[src/rtl/crc16_frame_pkg.sv]
// Shared types, constants and the CRC16 word-update function for the frame appender.
// The CRC16_FRAME_LEN_EN macro (used in crc16_frame_appender) adds a word count to the trailer.
package crc16_frame_pkg;

  localparam int DATA_W = 64;
  localparam int CRC_W  = 16;

  localparam logic [CRC_W-1:0] CRC_INIT = 16'hFFFF;
  // x^16 + x^15 + x^2 + 1, MSB-first, data bit 63 enters first
  localparam logic [CRC_W-1:0] CRC_POLY = 16'h8005;

  typedef enum logic {
    PASS  = 1'b0,
    TRAIL = 1'b1
  } state_e;

  function automatic logic [CRC_W-1:0] crc16_update(input logic [CRC_W-1:0]  crc,
                                                    input logic [DATA_W-1:0] data);
    logic [CRC_W-1:0] c;
    logic             fb;
    c = crc;
    for (int i = DATA_W - 1; i >= 0; i--) begin
      fb = c[CRC_W-1] ^ data[i];
      c  = {c[CRC_W-2:0], 1'b0} ^ (fb ? CRC_POLY : '0);
    end
    return c;
  endfunction

endpackage

[src/rtl/crc16_frame_appender_crc.sv]
// crc16_64b_parallel: CRC16 engine absorbing one 64-bit word per enabled cycle.
// Synchronous active-high rst returns the register to CRC_INIT.
module crc16_64b_parallel
  import crc16_frame_pkg::*;
(
  input  logic              clk,
  input  logic              rst,
  input  logic              crc_en,
  input  logic [DATA_W-1:0] data_in,
  output logic [CRC_W-1:0]  crc_out
);

  logic [CRC_W-1:0] crc_q, crc_d;

  always_comb begin
    // NOTE: default assigned first so no path leaves crc_d unassigned (no latch).
    crc_d = crc_q;
    if (crc_en) crc_d = crc16_update(crc_q, data_in);
  end

  always_ff @(posedge clk) begin
    // NOTE: non-blocking assignments in clocked blocks so every register samples pre-edge values.
    if (rst) crc_q <= CRC_INIT;
    else     crc_q <= crc_d;
  end

  assign crc_out = crc_q;

endmodule

[src/rtl/crc16_frame_appender.sv]
// Passes 64-bit frame words through a one-deep output register and appends a CRC16 trailer word.
// Define CRC16_FRAME_LEN_EN to place a saturating frame word count in trailer[31:16].
module crc16_frame_appender
  import crc16_frame_pkg::*;
(
  input  logic              clk,
  input  logic              rst,
  input  logic [DATA_W-1:0] s_data,
  input  logic              s_valid,
  input  logic              s_last,
  output logic              s_ready,
  output logic [DATA_W-1:0] m_data,
  output logic              m_valid,
  output logic              m_last,
  input  logic              m_ready,
  output logic              frame_done
);

  state_e            state_q, state_d;
  logic [DATA_W-1:0] m_data_q, m_data_d;
  logic              m_valid_q, m_valid_d;
  logic              m_last_q, m_last_d;
  logic              frame_done_q, frame_done_d;
  logic [DATA_W-1:0] trailer;
  logic [CRC_W-1:0]  crc_val;
  logic              out_free, in_xfer, crc_reinit, crc_rst;

  // The output register can take a new word when empty or draining this cycle.
  assign out_free = !m_valid_q || m_ready;
  assign s_ready  = (state_q == PASS) && out_free;
  assign in_xfer  = s_valid && s_ready;
  assign crc_rst  = rst || crc_reinit;

  crc16_64b_parallel u_crc (
    .clk     (clk),
    .rst     (crc_rst),
    .crc_en  (in_xfer),
    .data_in (s_data),
    .crc_out (crc_val)
  );

`ifdef CRC16_FRAME_LEN_EN
  logic [CRC_W-1:0] word_cnt_q, word_cnt_d;

  always_comb begin
    word_cnt_d = word_cnt_q;
    if (in_xfer && (word_cnt_q != '1)) word_cnt_d = word_cnt_q + 16'd1;
  end

  always_ff @(posedge clk) begin
    if (crc_rst) word_cnt_q <= '0;
    else         word_cnt_q <= word_cnt_d;
  end

  assign trailer = {{(DATA_W - 2*CRC_W){1'b0}}, word_cnt_q, crc_val};
`else
  assign trailer = {{(DATA_W - CRC_W){1'b0}}, crc_val};
`endif

  always_comb begin
    state_d      = state_q;
    m_data_d     = m_data_q;
    m_valid_d    = m_valid_q;
    m_last_d     = m_last_q;
    crc_reinit   = 1'b0;
    frame_done_d = m_valid_q && m_ready && m_last_q;

    unique case (state_q)
      PASS: begin
        if (in_xfer) begin
          m_data_d  = s_data;
          m_valid_d = 1'b1;
          m_last_d  = 1'b0;
          if (s_last) state_d = TRAIL;
        end else if (m_valid_q && m_ready) begin
          m_valid_d = 1'b0;
        end
      end
      TRAIL: begin
        // Trailer captures the final CRC while the same edge re-initialises the engine.
        if (out_free) begin
          m_data_d   = trailer;
          m_valid_d  = 1'b1;
          m_last_d   = 1'b1;
          crc_reinit = 1'b1;
          state_d    = PASS;
        end
      end
      default: state_d = PASS;
    endcase
  end

  always_ff @(posedge clk) begin
    if (rst) begin
      state_q      <= PASS;
      m_data_q     <= '0;
      m_valid_q    <= 1'b0;
      m_last_q     <= 1'b0;
      frame_done_q <= 1'b0;
    end else begin
      state_q      <= state_d;
      m_data_q     <= m_data_d;
      m_valid_q    <= m_valid_d;
      m_last_q     <= m_last_d;
      frame_done_q <= frame_done_d;
    end
  end

  assign m_data     = m_data_q;
  assign m_valid    = m_valid_q;
  assign m_last     = m_last_q;
  assign frame_done = frame_done_q;

endmodule

[config.mk]
export PLATFORM = sky130hd
export DESIGN_NAME = crc16_frame_appender
export DESIGN_NICKNAME = d
export VERILOG_FILES = /design/src/rtl/crc16_frame_pkg.sv /design/src/rtl/crc16_frame_appender_crc.sv /design/src/rtl/crc16_frame_appender.sv
export SDC_FILE = /design/constraint.sdc
export NUM_CORES = 1
export LEC_CHECK = 0
export CORE_MARGIN = 4
export CORE_UTILIZATION = 60
export CTS_BUF_LIST = sky130_fd_sc_hd__clkbuf_2
export DETAILED_ROUTE_END_ITERATION = 8
export DONT_BUFFER_PORTS = 1
export PLACE_DENSITY = 0.79
export SLEW_MARGIN = 20
export SYNTH_ARGS = -nofsm -noshare
export SYNTH_HDL_FRONTEND = slang
export SYNTH_SLANG_ARGS = --single-unit
[constraint.sdc]
create_clock -name clk -period 2.9 [get_ports clk]
set_input_delay 0.58 -clock clk [delete_from_list [all_inputs] [get_ports clk]]
set_output_delay 0.58 -clock clk [all_outputs]
set_load 0.01 [all_outputs]
==> reports/qor.txt <==
Clk buf depth - 2
WL per Instance - 19.1 µm
Clock root buffer - clkbuf_2
Register Area - 0.00168 mm²
Worst slew margin - 43.2%
Setup Buffers After CTS - 0
Slowest-stage cell, CP - xnor3_1
Crit-path max cell delay - 0.49 ns
I/O pins - 137
Sw Share - 39.0%
Die area - 0.00879 mm²
Fill count - 628
Antenna violations before repair - 0
Worst r2r path cells - 8
Most frequent cells in the layout - xnor2_1 (102), dfxtp_1 (84), nor2_1 (71)
CTS Buf Count - 9
Worst Setup Path Type - reg -> reg
Leakage Power - 1.75 nW
Post-Place Cell Area - 0.00454 mm²
Most used cell, CP - xnor2_1
P_sw - 2.39 mW
Hold_ws - 0.121 ns
P&R area growth vs syn - 4.45%
Core ar. - 0.00721 mm²
DRT iter0 DRCs - 112
Status - finished, final reports clean
Finished Layout Cells - 552
Post-DP HPWL - 8.33 mm
Die X - 93.8 µm
Tmin final - 2.73 ns
Drc violations - 0
Period Utilization, post-route - 94.1%
Drt first pass iters - 5
Worst setup SP type - register
CP arrival - 3.11 ns
Number of buffers and inverters on the critical path - 0
Hold Path Cell Cnt - 1
Max Freq - 0.366 GHz
Post-CTS Resized - 0
Hold WC Path Type - in -> reg
Worst slew pin tran - 0.850 ns
Cell area after layout - 0.00461 mm²
Vias post-DR - 3181
Share of cells above drive strength 1 - 8.17%
Cell Area, Synth - 0.00441 mm²
Logic pwr share - 68.2%
Reg power frac - 24.4%
Synthesis warning total - 0
First-pass GRT wire length - 16.8 mm
Final setup viols - 0
Placed insts - 538
CTS Sinks - 84
Clk_skew - 0.0190 ns
Vias per cell - 5.76
Post-DRT Antenna Nets - 0
Max-cap violations - 0
Power share of the clock group - 7.5%
Rows - 31
Footprint of the multi-input gates - 0.00264 mm²
CP Capture Type - register
Initial Utilization - 61.2%
Gpl congestion - 0.903
# diodes - 0
Vias in the first global route - 3225
CTS tree - done
Reg clk slew, reported paths - 0.20 ns
# port buffers - 0
Nets - 519
Flop2flop setup slack - 0.17 ns
RSZ-0062 raised after global routing - no
Worst path depth - 8
Critical path's top delay family - XOR/XNOR gates
GR Overflow Total - 0
Sequential-to-total area share from yosys stat - 38.1%
Syn_nets - 524
VDD IR-drop max - 1230 µV
Mapped Cells - 455
Final WL - 10.6 mm
Total GRT Usage - 24.9%
Critical-path cell list - xnor2_2, xnor2_2, xnor2_1, xnor2_1, xnor3_1, xnor3_2, xnor2_1, o211ai_1
Most common cell after layout, fill and taps aside - xnor2_1
Power density of the placed cells - 1330 mW/mm²
Hold-fix buffers, CTS - 0
Final Hold Viols - 0
Worst EP required - 3.28 ns
Mapped Avg Cell Area - 9.70 µm²
Int Pwr - 3.73 mW
# H-tree levels - 3
Clock Latency Late Sink - 0.50 ns
Distinct cells, synth - 23
#FFs+latches synth - 84
Crit path max fanout - 3
Die Y - 93.8 µm
Pin count of the biggest net entering global routing - 70
Slew Viols, Final - 0
[through the flow]
stage	util, %	setup TNS, ns	power [mW]	setup WS (ns)
4_1_cts	63.9	0	6.17	0.168
2_1_floorplan	-	0	4.99	0.0740
3_5_place_dp	62.9	-0.438	5.69	-0.187
6_report	63.9	0	6.12	0.170
5_1_grt	63.9	0	6.54	0.0636
3_3_place_gp	62.9	-0.431	5.65	-0.185
[registers in the layout, indices dropped and copies added (netlist names)]
register,count
frame_done,1
state_q,1
m_valid,1
m_data,64
u_crc.crc_out,16
m_last,1
[cells by family after synthesis]
family,share of synthesized area (%)
DFF,38.1
xor gates and xnor gates,33.2
and+or+nand+nor,8.70
buffers and inverters,2.47
muxes,3.63
AOI/OAI and AO/OA,13.9
[area by class of cell]
class	instances	share of cell area (%)
Tap cell	99	2.69
Clock inverter	4	0.407
Sequential cell	84	36.5
Timing Repair Buffer	13	2.12
Clock buffer	10	1.09
Multi-Input combinational cell	342	57.2
[synth_stat cells (all sizes together)]
library cell	number	area share, %
xnor2	106	22
dfxtp	84	38
nor2	72	6.1
a22oi	49	8.3
xor2	29	5.8
clkbuf	26	2.2
nand2	18	1.5
a211oi	16	2.7
mux2i	16	3.6
o211ai	14	2.4
xnor3	11	5.7
buf	3	0.26
a21oi	2	0.23
o21ai	2	0.23
and2	1	0.14
and4b	1	0.23
nand2b	1	0.14
nand3	1	0.11
nor2b	1	0.14
nor3	1	0.11
nor3b	1	0.17
[worst paths after layout]
check                                        from                end
worst max-delay path            u_crc.crc_out[15]  u_crc.crc_out[15]
worst max register to register  u_crc.crc_out[15]  u_crc.crc_out[15]
worst min-delay path                          rst          m_data[2]
worst min register to register   u_crc.crc_out[9]   u_crc.crc_out[9]
[metal layers]
metal | vias to the layer above | global-route usage [%] | routed length [µm] | share of wire (%)
li1 | 1538 | - | - | -
met1 | 1502 | 33.5 | 4540 | 43
met2 | 131 | 38.3 | 4850 | 46
met3 | 10 | 8.25 | 1060 | 10
met4 | 0 | 7.22 | 121 | 1.1
met5 | - | 0 | 0 | 0
[power groups by stage]
stage	Combinational (mW)	Clock, mW	Sequential (mW)
3_3_place_gp	4.14	0	1.51
5_1_grt	4.50	0.524	1.51
2_1_floorplan	3.54	0	1.45
3_5_place_dp	4.18	0	1.52
6_report	4.17	0.458	1.49
4_1_cts	4.20	0.479	1.49
Note: power is estimated with default switching activity, not from simulation.
